**config.mk**
```make
export PLATFORM = sky130hd
export DESIGN_NAME = snoop_bus_ctrl_flat
export DESIGN_NICKNAME = d
export VERILOG_FILES = /design/src/rtl/snoop_bus_ctrl_pkg.sv /design/src/rtl/snoop_bus_ctrl_if.sv /design/src/rtl/snoop_bus_ctrl_rr_pick4.sv /design/src/rtl/snoop_bus_ctrl.sv /design/src/flat_wrapper.sv
export SDC_FILE = /design/constraint.sdc
export NUM_CORES = 1
export LEC_CHECK = 0
export CAP_MARGIN = 20
export CORE_ASPECT_RATIO = 2
export CORE_MARGIN = 3
export CORE_UTILIZATION = 44
export DETAILED_ROUTE_END_ITERATION = 8
export PLACE_DENSITY = 0.95
export SYNTH_ARGS = -nofsm -noshare
export SYNTH_HDL_FRONTEND = slang
export SYNTH_SLANG_ARGS = --single-unit
```
**constraint.sdc**
```tcl
create_clock -name clk -period 4.75 [get_ports clk]
set_input_delay 0.7125 -clock clk [delete_from_list [all_inputs] [get_ports clk]]
set_output_delay 0.7125 -clock clk [all_outputs]
set_load 0.02 [all_outputs]
```
**src/rtl/snoop_bus_ctrl_pkg.sv**
```systemverilog
// Shared definitions for the L1 snoop bus: snoop codes, line states,
// controller states and code classification helpers.
package snoop_bus_ctrl_pkg;

    typedef enum logic [2:0] {
        SP_NONE    = 3'b000,
        SP_RD_MISS = 3'b001,
        SP_WR_MISS = 3'b010,
        SP_INVAL   = 3'b011,
        SP_WR_BACK = 3'b100
    } snoop_code_e;

    typedef enum logic [1:0] {
        INVALID     = 2'b00,
        SHARED      = 2'b01,
        OWNED_CLEAN = 2'b10,
        OWNED_DIRTY = 2'b11
    } line_state_e;

    typedef enum logic [1:0] {
        ST_IDLE  = 2'b00,
        ST_BCAST = 2'b01,
        ST_DONE  = 2'b10
    } ctrl_state_e;

    function automatic logic sp_is_valid(input logic [2:0] code);
        return (code != SP_NONE) && (code <= SP_WR_BACK);
    endfunction

    function automatic logic sp_is_illegal(input logic [2:0] code);
        return code > SP_WR_BACK;
    endfunction

endpackage

```
**src/rtl/snoop_bus_ctrl_if.sv**
```systemverilog
// Snoop bus between the four L1 caches (master) and the snoop controller (slave).
interface snoop_bus_ctrl_if #(
    parameter int ADDR_W = 24
);
    logic [2:0]        sp_req_0, sp_req_1, sp_req_2, sp_req_3;
    logic [ADDR_W-1:0] addr_req_0, addr_req_1, addr_req_2, addr_req_3;
    logic              owned_0, owned_1, owned_2, owned_3;
    logic              shared_0, shared_1, shared_2, shared_3;

    logic [2:0]        sp_out;
    logic [ADDR_W-1:0] addr_sp_out;
    logic [1:0]        sp_src;
    logic [1:0]        share_num;
    logic              owner_hit;
    logic [1:0]        owner_id;
    logic [3:0]        grant;
    logic              busy;
    logic              err;

    modport slave (
        input  sp_req_0, sp_req_1, sp_req_2, sp_req_3,
        input  addr_req_0, addr_req_1, addr_req_2, addr_req_3,
        input  owned_0, owned_1, owned_2, owned_3,
        input  shared_0, shared_1, shared_2, shared_3,
        output sp_out, addr_sp_out, sp_src, share_num,
        output owner_hit, owner_id, grant, busy, err
    );

    modport master (
        output sp_req_0, sp_req_1, sp_req_2, sp_req_3,
        output addr_req_0, addr_req_1, addr_req_2, addr_req_3,
        output owned_0, owned_1, owned_2, owned_3,
        output shared_0, shared_1, shared_2, shared_3,
        input  sp_out, addr_sp_out, sp_src, share_num,
        input  owner_hit, owner_id, grant, busy, err
    );
endinterface

```
**src/rtl/snoop_bus_ctrl_rr_pick4.sv**
```systemverilog
// Combinational 4-way round-robin picker: scans rr_ptr+1, +2, +3, rr_ptr.
module rr_pick4 (
    input  logic [3:0] valid,
    input  logic [1:0] rr_ptr,
    output logic       found,
    output logic [1:0] winner
);
    logic [1:0] idx;

    always_comb begin
        found  = '0;
        winner = '0;
        idx    = '0;
        for (int unsigned k = 1; k <= 4; k++) begin
            idx = rr_ptr + 2'(k);
            if (!found && valid[idx]) begin
                found  = '1;
                winner = idx;
            end
        end
    end
endmodule

```
**src/rtl/snoop_bus_ctrl.sv**
```systemverilog
// Round-robin snoop bus controller: grants one L1 request at a time, broadcasts
// it, then collects owned/shared replies from the other three caches.
module snoop_bus_ctrl
    import snoop_bus_ctrl_pkg::*;
#(
    parameter int ADDR_W    = 24,
    parameter int RESP_WAIT = 2
) (
    input  logic            clk,
    input  logic            reset,
    snoop_bus_ctrl_if.slave bus
);
    localparam int CNT_W = (RESP_WAIT > 2) ? $clog2(RESP_WAIT) : 1;
    localparam logic [CNT_W-1:0] WAIT_LOAD = CNT_W'(RESP_WAIT - 1);

    ctrl_state_e       state;
    logic [1:0]        rr_ptr;
    logic [CNT_W-1:0]  wait_cnt;

    logic [2:0]        sp_out_q;
    logic [ADDR_W-1:0] addr_q;
    logic [1:0]        sp_src_q, share_num_q, owner_id_q;
    logic              owner_hit_q, busy_q, err_q;
    logic [3:0]        grant_q;

    logic [2:0]        req  [4];
    logic [ADDR_W-1:0] areq [4];
    logic [3:0]        valid_mask, self_mask, owned_oth, shared_oth;
    logic              illegal_seen, found, multi_own;
    logic [1:0]        winner, share_cnt, owner_pick;

    assign req  = '{bus.sp_req_0, bus.sp_req_1, bus.sp_req_2, bus.sp_req_3};
    assign areq = '{bus.addr_req_0, bus.addr_req_1, bus.addr_req_2, bus.addr_req_3};

    // The current requester's own reply is never counted.
    assign self_mask  = 4'b0001 << sp_src_q;
    assign owned_oth  = {bus.owned_3, bus.owned_2, bus.owned_1, bus.owned_0} & ~self_mask;
    assign shared_oth = {bus.shared_3, bus.shared_2, bus.shared_1, bus.shared_0} & ~self_mask;
    assign multi_own  = (owned_oth & (owned_oth - 4'd1)) != '0;

    always_comb begin
        valid_mask   = '0;
        illegal_seen = '0;
        share_cnt    = '0;
        owner_pick   = '0;
        for (int unsigned i = 0; i < 4; i++) begin
            valid_mask[i] = sp_is_valid(req[i]);
            illegal_seen  = illegal_seen | sp_is_illegal(req[i]);
            share_cnt     = share_cnt + 2'(shared_oth[i]);
            if (owned_oth[3-i]) owner_pick = 2'(3 - i);
        end
    end

    rr_pick4 u_pick (
        .valid  (valid_mask),
        .rr_ptr (rr_ptr),
        .found  (found),
        .winner (winner)
    );

    always_ff @(posedge clk or posedge reset) begin
        if (reset) begin
            state       <= ST_IDLE;
            rr_ptr      <= 2'd3;
            wait_cnt    <= '0;
            sp_out_q    <= SP_NONE;
            addr_q      <= '0;
            sp_src_q    <= '0;
            share_num_q <= '0;
            owner_hit_q <= '0;
            owner_id_q  <= '0;
            grant_q     <= '0;
            busy_q      <= '0;
            err_q       <= '0;
        end else begin
            case (state)
                ST_IDLE: begin
                    if (illegal_seen) err_q <= '1;
                    if (found) begin
                        sp_out_q <= req[winner];
                        addr_q   <= areq[winner];
                        sp_src_q <= winner;
                        busy_q   <= '1;
                        wait_cnt <= (req[winner] == SP_WR_BACK) ? '0 : WAIT_LOAD;
                        state    <= ST_BCAST;
                    end
                end
                ST_BCAST: begin
                    if (wait_cnt == '0) begin
                        // Write-backs carry no snoop response.
                        if (sp_out_q == SP_WR_BACK) begin
                            share_num_q <= '0;
                            owner_hit_q <= '0;
                        end else begin
                            share_num_q <= share_cnt;
                            owner_hit_q <= |owned_oth;
                            owner_id_q  <= owner_pick;
                            if (multi_own) err_q <= '1;
                        end
                        grant_q  <= self_mask;
                        sp_out_q <= SP_NONE;
                        rr_ptr   <= sp_src_q;
                        state    <= ST_DONE;
                    end else begin
                        wait_cnt <= wait_cnt - 1'b1;
                    end
                end
                ST_DONE: begin
                    grant_q <= '0;
                    busy_q  <= '0;
                    state   <= ST_IDLE;
                end
                default: state <= ST_IDLE;
            endcase
        end
    end

    assign bus.sp_out      = sp_out_q;
    assign bus.addr_sp_out = addr_q;
    assign bus.sp_src      = sp_src_q;
    assign bus.share_num   = share_num_q;
    assign bus.owner_hit   = owner_hit_q;
    assign bus.owner_id    = owner_id_q;
    assign bus.grant       = grant_q;
    assign bus.busy        = busy_q;
    assign bus.err         = err_q;
endmodule
```
**src/flat_wrapper.sv**
```systemverilog
// flat-port wrapper written by rule: the top's interface ports become plain ports
module snoop_bus_ctrl_flat import snoop_bus_ctrl_pkg::*;
#(
    parameter int ADDR_W    = 24,
    parameter int RESP_WAIT = 2
)
  (clk, reset, bus_sp_req_0, bus_sp_req_1, bus_sp_req_2, bus_sp_req_3, bus_addr_req_0, bus_addr_req_1, bus_addr_req_2, bus_addr_req_3, bus_owned_0, bus_owned_1, bus_owned_2, bus_owned_3, bus_shared_0, bus_shared_1, bus_shared_2, bus_shared_3, bus_sp_out, bus_addr_sp_out, bus_sp_src, bus_share_num, bus_owner_hit, bus_owner_id, bus_grant, bus_busy, bus_err);
  snoop_bus_ctrl_if #(.ADDR_W(ADDR_W)) bus_i ();
  input  logic clk;
  input  logic reset;
  input wire logic [$bits(bus_i.sp_req_0)-1:0] bus_sp_req_0;
  input wire logic [$bits(bus_i.sp_req_1)-1:0] bus_sp_req_1;
  input wire logic [$bits(bus_i.sp_req_2)-1:0] bus_sp_req_2;
  input wire logic [$bits(bus_i.sp_req_3)-1:0] bus_sp_req_3;
  input wire logic [$bits(bus_i.addr_req_0)-1:0] bus_addr_req_0;
  input wire logic [$bits(bus_i.addr_req_1)-1:0] bus_addr_req_1;
  input wire logic [$bits(bus_i.addr_req_2)-1:0] bus_addr_req_2;
  input wire logic [$bits(bus_i.addr_req_3)-1:0] bus_addr_req_3;
  input wire logic [$bits(bus_i.owned_0)-1:0] bus_owned_0;
  input wire logic [$bits(bus_i.owned_1)-1:0] bus_owned_1;
  input wire logic [$bits(bus_i.owned_2)-1:0] bus_owned_2;
  input wire logic [$bits(bus_i.owned_3)-1:0] bus_owned_3;
  input wire logic [$bits(bus_i.shared_0)-1:0] bus_shared_0;
  input wire logic [$bits(bus_i.shared_1)-1:0] bus_shared_1;
  input wire logic [$bits(bus_i.shared_2)-1:0] bus_shared_2;
  input wire logic [$bits(bus_i.shared_3)-1:0] bus_shared_3;
  output wire logic [$bits(bus_i.sp_out)-1:0] bus_sp_out;
  output wire logic [$bits(bus_i.addr_sp_out)-1:0] bus_addr_sp_out;
  output wire logic [$bits(bus_i.sp_src)-1:0] bus_sp_src;
  output wire logic [$bits(bus_i.share_num)-1:0] bus_share_num;
  output wire logic [$bits(bus_i.owner_hit)-1:0] bus_owner_hit;
  output wire logic [$bits(bus_i.owner_id)-1:0] bus_owner_id;
  output wire logic [$bits(bus_i.grant)-1:0] bus_grant;
  output wire logic [$bits(bus_i.busy)-1:0] bus_busy;
  output wire logic [$bits(bus_i.err)-1:0] bus_err;
  assign bus_i.sp_req_0 = bus_sp_req_0;
  assign bus_i.sp_req_1 = bus_sp_req_1;
  assign bus_i.sp_req_2 = bus_sp_req_2;
  assign bus_i.sp_req_3 = bus_sp_req_3;
  assign bus_i.addr_req_0 = bus_addr_req_0;
  assign bus_i.addr_req_1 = bus_addr_req_1;
  assign bus_i.addr_req_2 = bus_addr_req_2;
  assign bus_i.addr_req_3 = bus_addr_req_3;
  assign bus_i.owned_0 = bus_owned_0;
  assign bus_i.owned_1 = bus_owned_1;
  assign bus_i.owned_2 = bus_owned_2;
  assign bus_i.owned_3 = bus_owned_3;
  assign bus_i.shared_0 = bus_shared_0;
  assign bus_i.shared_1 = bus_shared_1;
  assign bus_i.shared_2 = bus_shared_2;
  assign bus_i.shared_3 = bus_shared_3;
  assign bus_sp_out = bus_i.sp_out;
  assign bus_addr_sp_out = bus_i.addr_sp_out;
  assign bus_sp_src = bus_i.sp_src;
  assign bus_share_num = bus_i.share_num;
  assign bus_owner_hit = bus_i.owner_hit;
  assign bus_owner_id = bus_i.owner_id;
  assign bus_grant = bus_i.grant;
  assign bus_busy = bus_i.busy;
  assign bus_err = bus_i.err;
  snoop_bus_ctrl #(.ADDR_W(ADDR_W), .RESP_WAIT(RESP_WAIT)) u_core (.clk(clk), .reset(reset), .bus(bus_i));
endmodule
```
==> qor.yml, run 1 <==
timing:
  worst_slew_pin_slew_ns: 0.920
  final_max_slew_viol_count: 0
  fmax_mhz: 297
  slew_headroom: 0.386
  hold_viol_final: 0
  rsz0062_at_grt: "false"
  finalSetupViolCount: 0
  period_share: 0.710
  setup-tns-final_ns: 0
  clock_skew_ns: 0.00463
  period_needed_ns: 3.37
floorplanning:
  io_pins: 158
  die_y_um: 126
  chipWidth_um: 65.8
  rows: 43
  start_util: 0.453
  die_area_um2: 8250
  core_um2: 6940
route:
  viasPerCell: 5.51
  wl_per_cell_um: 16.2
  firstDrtPassIters: 5
  post-route-drc-count: 0
  via_count: 3060
  initialDrtViolationCount: 271
  wl_um: 9000
  ant_nets: 0
global_routing:
  grt_pass1_wl_um: 14400
  antenna_found_initial: 0
  track_usage: 0.222
  grt_max_degree: 46
  gr-total-overflow: 0
  first_global_vias: 3147
synth:
  ys_async_sr_fraction: 1.00
  ys_ff_latch: 45
  synth_edf_count: 0
  yosys_warnings: 0
  synth_fa_ha_area_frac: 0.0263
  muxShareOfSynthArea: 0.261
  synth_top_family_by_area: "multiplexers"
  syn_area_um2: 3140
  ys_seq_area_frac: 0.359
  ys_types: 52
  synthTopCellsByArea: "dfrtp_1, mux2i_1, nand2_1"
  synth_top_area_cell: "dfrtp_1"
  syn_inst: 318
  synth_xor_area_frac: 0.00279
  syn_nets: 442
  yosysTopAreaCellShare: 0.342
  avgSynthCellArea_um2: 9.88
  synth-compound-area-share: 0.166
  ys.flop_type: "dfrtp_1"
  synthSimpleGateAreaFrac: 0.115
clock_network:
  cts_tree: "yes"
  postCtsSetupBuffers: 0
  htreeDepth: 2
  cts_resized: 0
  cts_root_buffer: "clkbuf_16"
  clock-sinks: 45
  ctsHoldBuffers: 0
  path_clk_slew_ns: 0.06
  cts_inserted_buffers: 5
  clockBufferDepth: 2
  clk_latency_ns: 0.28
worst_setup_path:
  critPathKind: "input pin to flip-flop"
  crit_required_ns: 4.92
  worstSetupEndpointType: "flip-flop"
  arrival_ns: 3.54
  path_max_fanout: 30
  worstSetupStartpointType: "input pin"
  r2r_slack_ns: 2.38
placed_design:
  dpl_cell_area_um2: 4680
  io_buffers: 157
  hpwlAfterDp_um: 7300
  finalWeightedCongestion: 0.916
pwr:
  power.density_nw_per_um2: 581
  p_leak_nw: 2.13
  power.ir.vdd_worst_mv: 0.312
layout:
  layout-drive-gt1-share: 0.112
  final_area_um2: 4840
  finish.net_count: 588
  syn2layout_area_growth_pct: 54.1
  antenna_cells: 0
run_status:
  status: "complete, no violations"
min_path:
  worst_hold_path_type: "flip-flop to flip-flop"
job:
  max-cap-violations: 0
## power breakdown
group          internal [mW]  total [mW]  switching [mW]
sequential             0.575       0.728           0.153
combinational          0.856        1.73           0.869
clock                  0.223       0.358           0.135
total                   1.65        2.81            1.16
## synth_stat cells (3+ instances only)
master	number
or2_2	4
nor4_1	3
a21oi_1	8
dfrtp_1	43
a32oi_1	4
nand2_1	49
nand3_1	3
clkbuf_1	11
ha_1	5
inv_1	8
o21ai_0	14
buf_12	5
o21ai_2	4
a32o_1	3
nor2_1	13
mux2_2	15
buf_2	3
o21ai_1	20
mux2_4	10
mux2i_1	50
## logic make-up (layout without fill, tap and decap cells)
family	Yosys count	in the layout
compound gates	78	78
mux	75	75
buf+inv	31	178
fa+ha+maj	6	6
simple gates	82	82
flops	45	45
xor+xnor	1	1
## registers in the layout, summed over array words and instances (netlist names)
| name | cells |
|---|---|
| u_core.bus.sp_out | 3 |
| u_core.bus.sp_src | 2 |
| u_core.bus.grant | 4 |
| u_core.bus.err | 1 |
| u_core.bus.owner_id | 2 |
| u_core.rr_ptr | 2 |
| u_core.state | 2 |
| u_core.wait_cnt | 1 |
| u_core.bus.owner_hit | 1 |
| u_core.bus.share_num | 2 |
| u_core.bus.addr_sp_out | 24 |
| u_core.bus.busy | 1 |
## stage by stage
stage                     setup slack (ns)  cells  hold WS (ns)  power (mW)   util
after floorplan                       1.97    318         0.475        1.92      -
after global placement                1.21    547         0.457        2.40  0.675
after detailed placement              1.07    547         0.461        2.47  0.675
after CTS                             1.37    555         0.478        2.83  0.698
after global routing                  1.17    555         0.508        3.00  0.698
final                                 1.38    555         0.478        2.81  0.698
## final timing paths
check | from | endpoint | depth (start not counted)
worst max-delay path | bus_sp_req_1[1] | u_core.bus.sp_out[2] | 9
worst min-delay path | u_core.bus.addr_sp_out[0] | u_core.bus.addr_sp_out[0] | 2
worst max register to register | u_core.rr_ptr[1] | u_core.bus.addr_sp_out[0] | 7
worst min register to register | u_core.bus.addr_sp_out[0] | u_core.bus.addr_sp_out[0] | 2
max in group asynchronous | reset | u_core.bus.addr_sp_out[0] | 2
min in group asynchronous | reset | u_core.bus.addr_sp_out[21] | 2
## critical path: stages
cell	delay, ns
clkdlybuf4s50_1	0.42
or2_2	0.31
ha_1	0.33
o21a_1	0.19
o21ai_0	0.27
and2_4	0.51
mux2_2	0.39
o211a_1	0.22
a31o_1	0.18
## cells in the final DEF, fill, tap and decap left out, types with 3 or more instances in the layout
cell	count
o21ai_2	4
nand2_1	49
a32o_1	3
dfrtp_1	43
o21ai_0	14
nand3_1	3
clkbuf_16	5
inv_1	7
nor4_1	3
buf_4	3
clkdlybuf4s50_1	157
mux2i_1	50
or2_2	4
mux2_4	10
mux2_2	15
a32oi_1	4
ha_1	5
a21oi_1	8
nor2_1	13
o21ai_1	20
## cell type report
class	instances	area, um2
clock inverter	1	5.00
inverter	9	33.8
fill	514	2100
tap	90	113
timing repair buffer	161	1610
sequential	45	1130
clock buffer	7	153
multi-input combinational	242	1800
## per-layer routing
metal,routed length (um),GRT usage,vias to the layer above
li1,-,-,1442
met1,2900,0.217,1430
met2,5270,0.424,160
met3,548,0.0413,28
met4,278,0.0990,0
met5,0,0,-
(Power assumes the default switching activity.)
==> inputs of run 2 (changes only) <==
- CORE_UTILIZATION: 44 -> 37
- PLACE_DENSITY: 0.95 -> 0.89
- clock period: 4.75 -> 3 ns (I/O delays scaled with it)
==> qor.yml, run 2 (synthesis gave the netlist of run 1 again) <==
clock_network:
  cts_resized: 0
  cts_root_buffer: "clkbuf_16"
  ctsHoldBuffers: 0
  path_clk_slew_ns: 0.06
  htreeDepth: 2
  clock-sinks: 45
  clk_latency_ns: 0.28
  postCtsSetupBuffers: 0
  clockBufferDepth: 2
  cts_inserted_buffers: 5
  cts_tree: "yes"
placed_design:
  hpwlAfterDp_um: 7460
  finalWeightedCongestion: 0.888
  io_buffers: 157
  post-place-cells: 559
  pre_cts_ws_ns: -0.0363
pwr:
  pwr-share-clk: 0.150
  p_int_mw: 2.80
  power_switching_mw: 1.85
  sw_frac_of_total: 0.398
  p_leak_nw: 2.17
  p_comb_frac: 0.602
  power.ir.vdd_worst_mv: 0.468
  seqPwrFrac: 0.248
  power.density_nw_per_um2: 942
route:
  viasPerCell: 5.34
  wl_per_cell_um: 15.8
  via_count: 3026
  initialDrtViolationCount: 137
  post-route-drc-count: 0
  ant_nets: 0
  firstDrtPassIters: 4
  wl_um: 8960
job:
  max-cap-violations: 0
worst_setup_path:
  max_stage_delay_ns: 0.41
  critPathKind: "input pin to flip-flop"
  path_cells: "clkdlybuf4s50_1 > or2_2 > ha_1 > and2_1 > o32a_1 > and2_4 > mux2_2 > o211a_1 > a31o_1"
  arrival_ns: 2.92
  worstSetupEndpointType: "flip-flop"
  crit_required_ns: 3.17
  crit_family: "simple AND/OR/NAND/NOR gates"
  path_buf_inv: 1
  slowest_stage: "clkdlybuf4s50_1"
  path_max_fanout: 8
  worstSetupStartpointType: "input pin"
floorplanning:
  chipWidth_um: 71.2
  rows: 47
  die_y_um: 136
  io_pins: 158
  core_um2: 8290
  start_util: 0.379
  die_area_um2: 9700
layout:
  finish.net_count: 592
  layoutNonFillerInstCount: 567
  final_common_cell: "clkdlybuf4s50_1"
  largest_reg_flops: 24
  final_cell_mix: "clkdlybuf4s50_1, mux2i_1, nand2_1"
  layout-drive-gt1-share: 0.119
  syn2layout_area_growth_pct: 57.2
  antenna_cells: 0
timing:
  final_max_slew_viol_count: 0
  setup_slack_ns: 0.255
  period_needed_ns: 2.74
  slew_headroom: 0.394
  finalSetupViolCount: 0
  hold_viol_final: 0
  rsz0062_at_grt: "false"
  clock_skew_ns: 0.00414
  holdWs_ns: 0.483
  fmax_mhz: 364
  period_share: 0.915
  worst_slew_pin_slew_ns: 0.907
min_path:
  worst_hold_path_type: "flip-flop to flip-flop"
run_status:
  status: "complete, no violations"
global_routing:
  first_global_vias: 3190
  grt_max_degree: 49
  gr-total-overflow: 0
  grt_pass1_wl_um: 14400
  track_usage: 0.186
  antenna_found_initial: 0
run 2: cell types whose count changed in the layout (fill, tap and decap cells not counted), sizes merged:
cell    before  now
bufinv       0    2
clkbuf       7    5
buf          4    8
run 2: final cells by class:
cell class / instances / area [um2]
fill: 670 / 3350
multi-input combinational: 242 / 1800
timing repair buffer: 165 / 1670
sequential: 45 / 1130
clock buffer: 5 / 125
tap: 98 / 123
clock inverter: 3 / 65.1
inverter: 9 / 33.8
run 2: routing by layer:
layer,GRT usage,part of all wire
met4,0.0753,0.026
met5,0,0
met3,0.0452,0.066
met1,0.163,0.31
met2,0.381,0.60
run 2: path summary, 6_finish.rpt:
check / from / end / slack (ns) / depth (start not counted)
min in group asynchronous: reset / u_core.bus.addr_sp_out[16] / 0.68 / 2
setup / recovery: bus_sp_req_3[0] / u_core.bus.sp_out[2] / 0.26 / 9
setup reg to reg: u_core.bus.sp_src[1] / u_core.bus.share_num[1] / 0.65 / 8
max in group asynchronous: reset / u_core.bus.addr_sp_out[6] / 1.75 / 2
hold reg to reg: u_core.bus.addr_sp_out[20] / u_core.bus.addr_sp_out[20] / 0.48 / 2
hold / removal: u_core.bus.addr_sp_out[20] / u_core.bus.addr_sp_out[20] / 0.48 / 2
run 2: power by group through the flow:
stage | Clock (mW) | Sequential (mW) | Combinational [mW]
floorplan | 0 | 1.39 | 1.66
global placement | 0 | 1.14 | 2.74
detailed placement | 0 | 1.16 | 2.83
CTS | 0.712 | 1.15 | 2.84
global route | 0.734 | 1.20 | 3.03
finish | 0.698 | 1.15 | 2.80
run 2: metrics by stage:
| stage | area [um2] | total power [mW] | util | setup TNS [ns] |
|---|---|---|---|---|
| 2_1_floorplan | 3140 | 3.04 | - | 0 |
| 3_3_place_gp | 4750 | 3.88 | 0.573 | 0 |
| 3_5_place_dp | 4750 | 3.99 | 0.573 | -0.0657 |
| 4_1_cts | 4940 | 4.70 | 0.596 | 0 |
| 5_1_grt | 4940 | 4.96 | 0.596 | 0 |
| 6_report | 4940 | 4.65 | 0.596 | 0 |
run 2: worst min-delay path, cell delays in order, from the launching register on:
cell and delay (ns):
dfrtp_1 0.34, nand2_1 0.06, o21ai_2 0.05
==> inputs of run 3 (changes only) <==
- SLEW_MARGIN: unset -> 25
==> qor.yml, run 3 (synthesis gave the netlist of run 1 again) <==
clock_network:
  clockBufferDepth: 2
  cts_tree: "yes"
  clock-sinks: 45
  postCtsSetupBuffers: 0
  htreeDepth: 2
  cts_inserted_buffers: 5
  ctsHoldBuffers: 0
  path_clk_slew_ns: 0.06
  cts_resized: 0
  clk_latency_ns: 0.28
  cts_root_buffer: "clkbuf_16"
min_path:
  worst_hold_path_type: "flip-flop to flip-flop"
  whs_endpoint: "u_core.bus.addr_sp_out[20]"
  hold_depth: 2
  hp-start: "u_core.bus.addr_sp_out[20]"
timing:
  clock_skew_ns: 0.00533
  finalSetupViolCount: 0
  rsz0062_at_grt: "false"
  holdWs_ns: 0.481
  period_share: 0.915
  setup-tns-final_ns: 0
  worst_slew_pin_slew_ns: 0.768
  period_needed_ns: 2.75
  fmax_mhz: 364
  hold_viol_final: 0
  slew_headroom: 0.487
  final_max_slew_viol_count: 0
route:
  wl_per_cell_um: 15.8
  firstDrtPassIters: 4
  viasPerCell: 5.30
  via_count: 3004
  initialDrtViolationCount: 123
  wl_um: 8980
  ant_nets: 0
  post-route-drc-count: 0
floorplanning:
  rows: 47
  core_um2: 8290
  chipWidth_um: 71.2
  die_y_um: 136
  die_area_um2: 9700
  io_pins: 158
  start_util: 0.379
pwr:
  p_leak_nw: 2.17
  sw_frac_of_total: 0.398
  power.ir.vdd_worst_mv: 0.468
  power.density_nw_per_um2: 942
  total_power_mw: 4.65
  power_switching_mw: 1.85
  seqPwrFrac: 0.247
  p_int_mw: 2.80
  p_comb_frac: 0.602
  pwr-share-clk: 0.150
placed_design:
  hpwlAfterDp_um: 7460
  finalWeightedCongestion: 0.888
  io_buffers: 157
  post-place-cells: 559
  dpl_cell_area_um2: 4750
layout:
  fillers: 670
  largest_reg_flops: 24
  final_cell_mix: "clkdlybuf4s50_1, mux2i_1, nand2_1"
  syn2layout_area_growth_pct: 57.2
  finish.net_count: 592
  layoutNonFillerInstCount: 567
  final_common_cell: "clkdlybuf4s50_1"
  layout-drive-gt1-share: 0.119
  final_area_um2: 4940
  antenna_cells: 0
worst_setup_path:
  crit_family: "simple AND/OR/NAND/NOR gates"
  r2r_slack_ns: 0.65
  path_max_fanout: 8
  critPathKind: "input pin to flip-flop"
  path_cells: "clkdlybuf4s50_1 > or2_2 > ha_1 > and2_1 > o32a_1 > and2_4 > mux2_2 > o211a_1 > a31o_1"
  r2r_start: "u_core.bus.sp_src[1]"
  crit_required_ns: 3.17
  arrival_ns: 2.92
  reg2reg_depth: 8
  max_stage_delay_ns: 0.41
  slowest_stage: "clkdlybuf4s50_1"
  worstReg2RegEnd: "u_core.bus.share_num[1]"
  worstSetupEndpointType: "flip-flop"
  path_buf_inv: 1
  worstSetupStartpointType: "input pin"
job:
  max-cap-violations: 0
global_routing:
  antenna_found_initial: 0
  track_usage: 0.186
  grt_max_degree: 49
  first_global_vias: 3190
  grt_pass1_wl_um: 14400
  gr-total-overflow: 0
run_status:
  status: "complete, no violations"
==> run 3: power groups by stage <==
stage,combinational [mW],sequential (mW),clock (mW)
final,2.80,1.15,0.700
after global routing,3.03,1.20,0.734
after CTS,2.84,1.15,0.712
after detailed placement,2.83,1.16,0
after global placement,2.74,1.14,0
after floorplan,1.66,1.39,0
==> run 3: final cells by class <==
type | count | area [um2] | area share
Multi-Input combinational cell | 242 | 1800 | 0.363
Clock inverter | 3 | 65.1 | 0.0132
Timing Repair Buffer | 165 | 1670 | 0.338
Clock buffer | 5 | 125 | 0.0253
Inverter | 9 | 35.0 | 0.00709
Sequential cell | 45 | 1130 | 0.228
Tap cell | 98 | 123 | 0.0248
==> run 3: layer usage <==
layer	vias up	track usage	share of wire
met1	1398	0.163	0.31
li1	1448	-	-
met2	136	0.381	0.60
met4	0	0.0753	0.026
met3	22	0.0452	0.067
met5	-	0	0
==> run 3: worst max-delay path by stage <==
stage,from,to,slack [ns],cells after the start
floorplan,bus_sp_req_3[0],u_core.bus.sp_out[2],0.48,9
global placement,bus_sp_req_1[1],u_core.bus.sp_out[2],0.02,9
detailed placement,bus_sp_req_3[0],u_core.bus.addr_sp_out[22],-0.04,10
CTS,bus_sp_req_3[0],u_core.bus.addr_sp_out[22],0.25,10
global route,bus_sp_req_1[1],u_core.bus.sp_out[2],0.13,9
finish,bus_sp_req_3[0],u_core.bus.sp_out[2],0.25,9
==> run 3: tightest hold or removal path, stage by stage, from the launching register on <==
cell and delay (ns):
dfrtp_1 0.34, nand2_1 0.06, o21ai_2 0.05
==> run 3: metrics by stage <==
step	util	setup WS [ns]
3_5_place_dp	0.573	-0.0363
5_1_grt	0.596	0.129
6_report	0.596	0.254
3_3_place_gp	0.573	0.0222
4_1_cts	0.596	0.254
2_1_floorplan	-	0.484
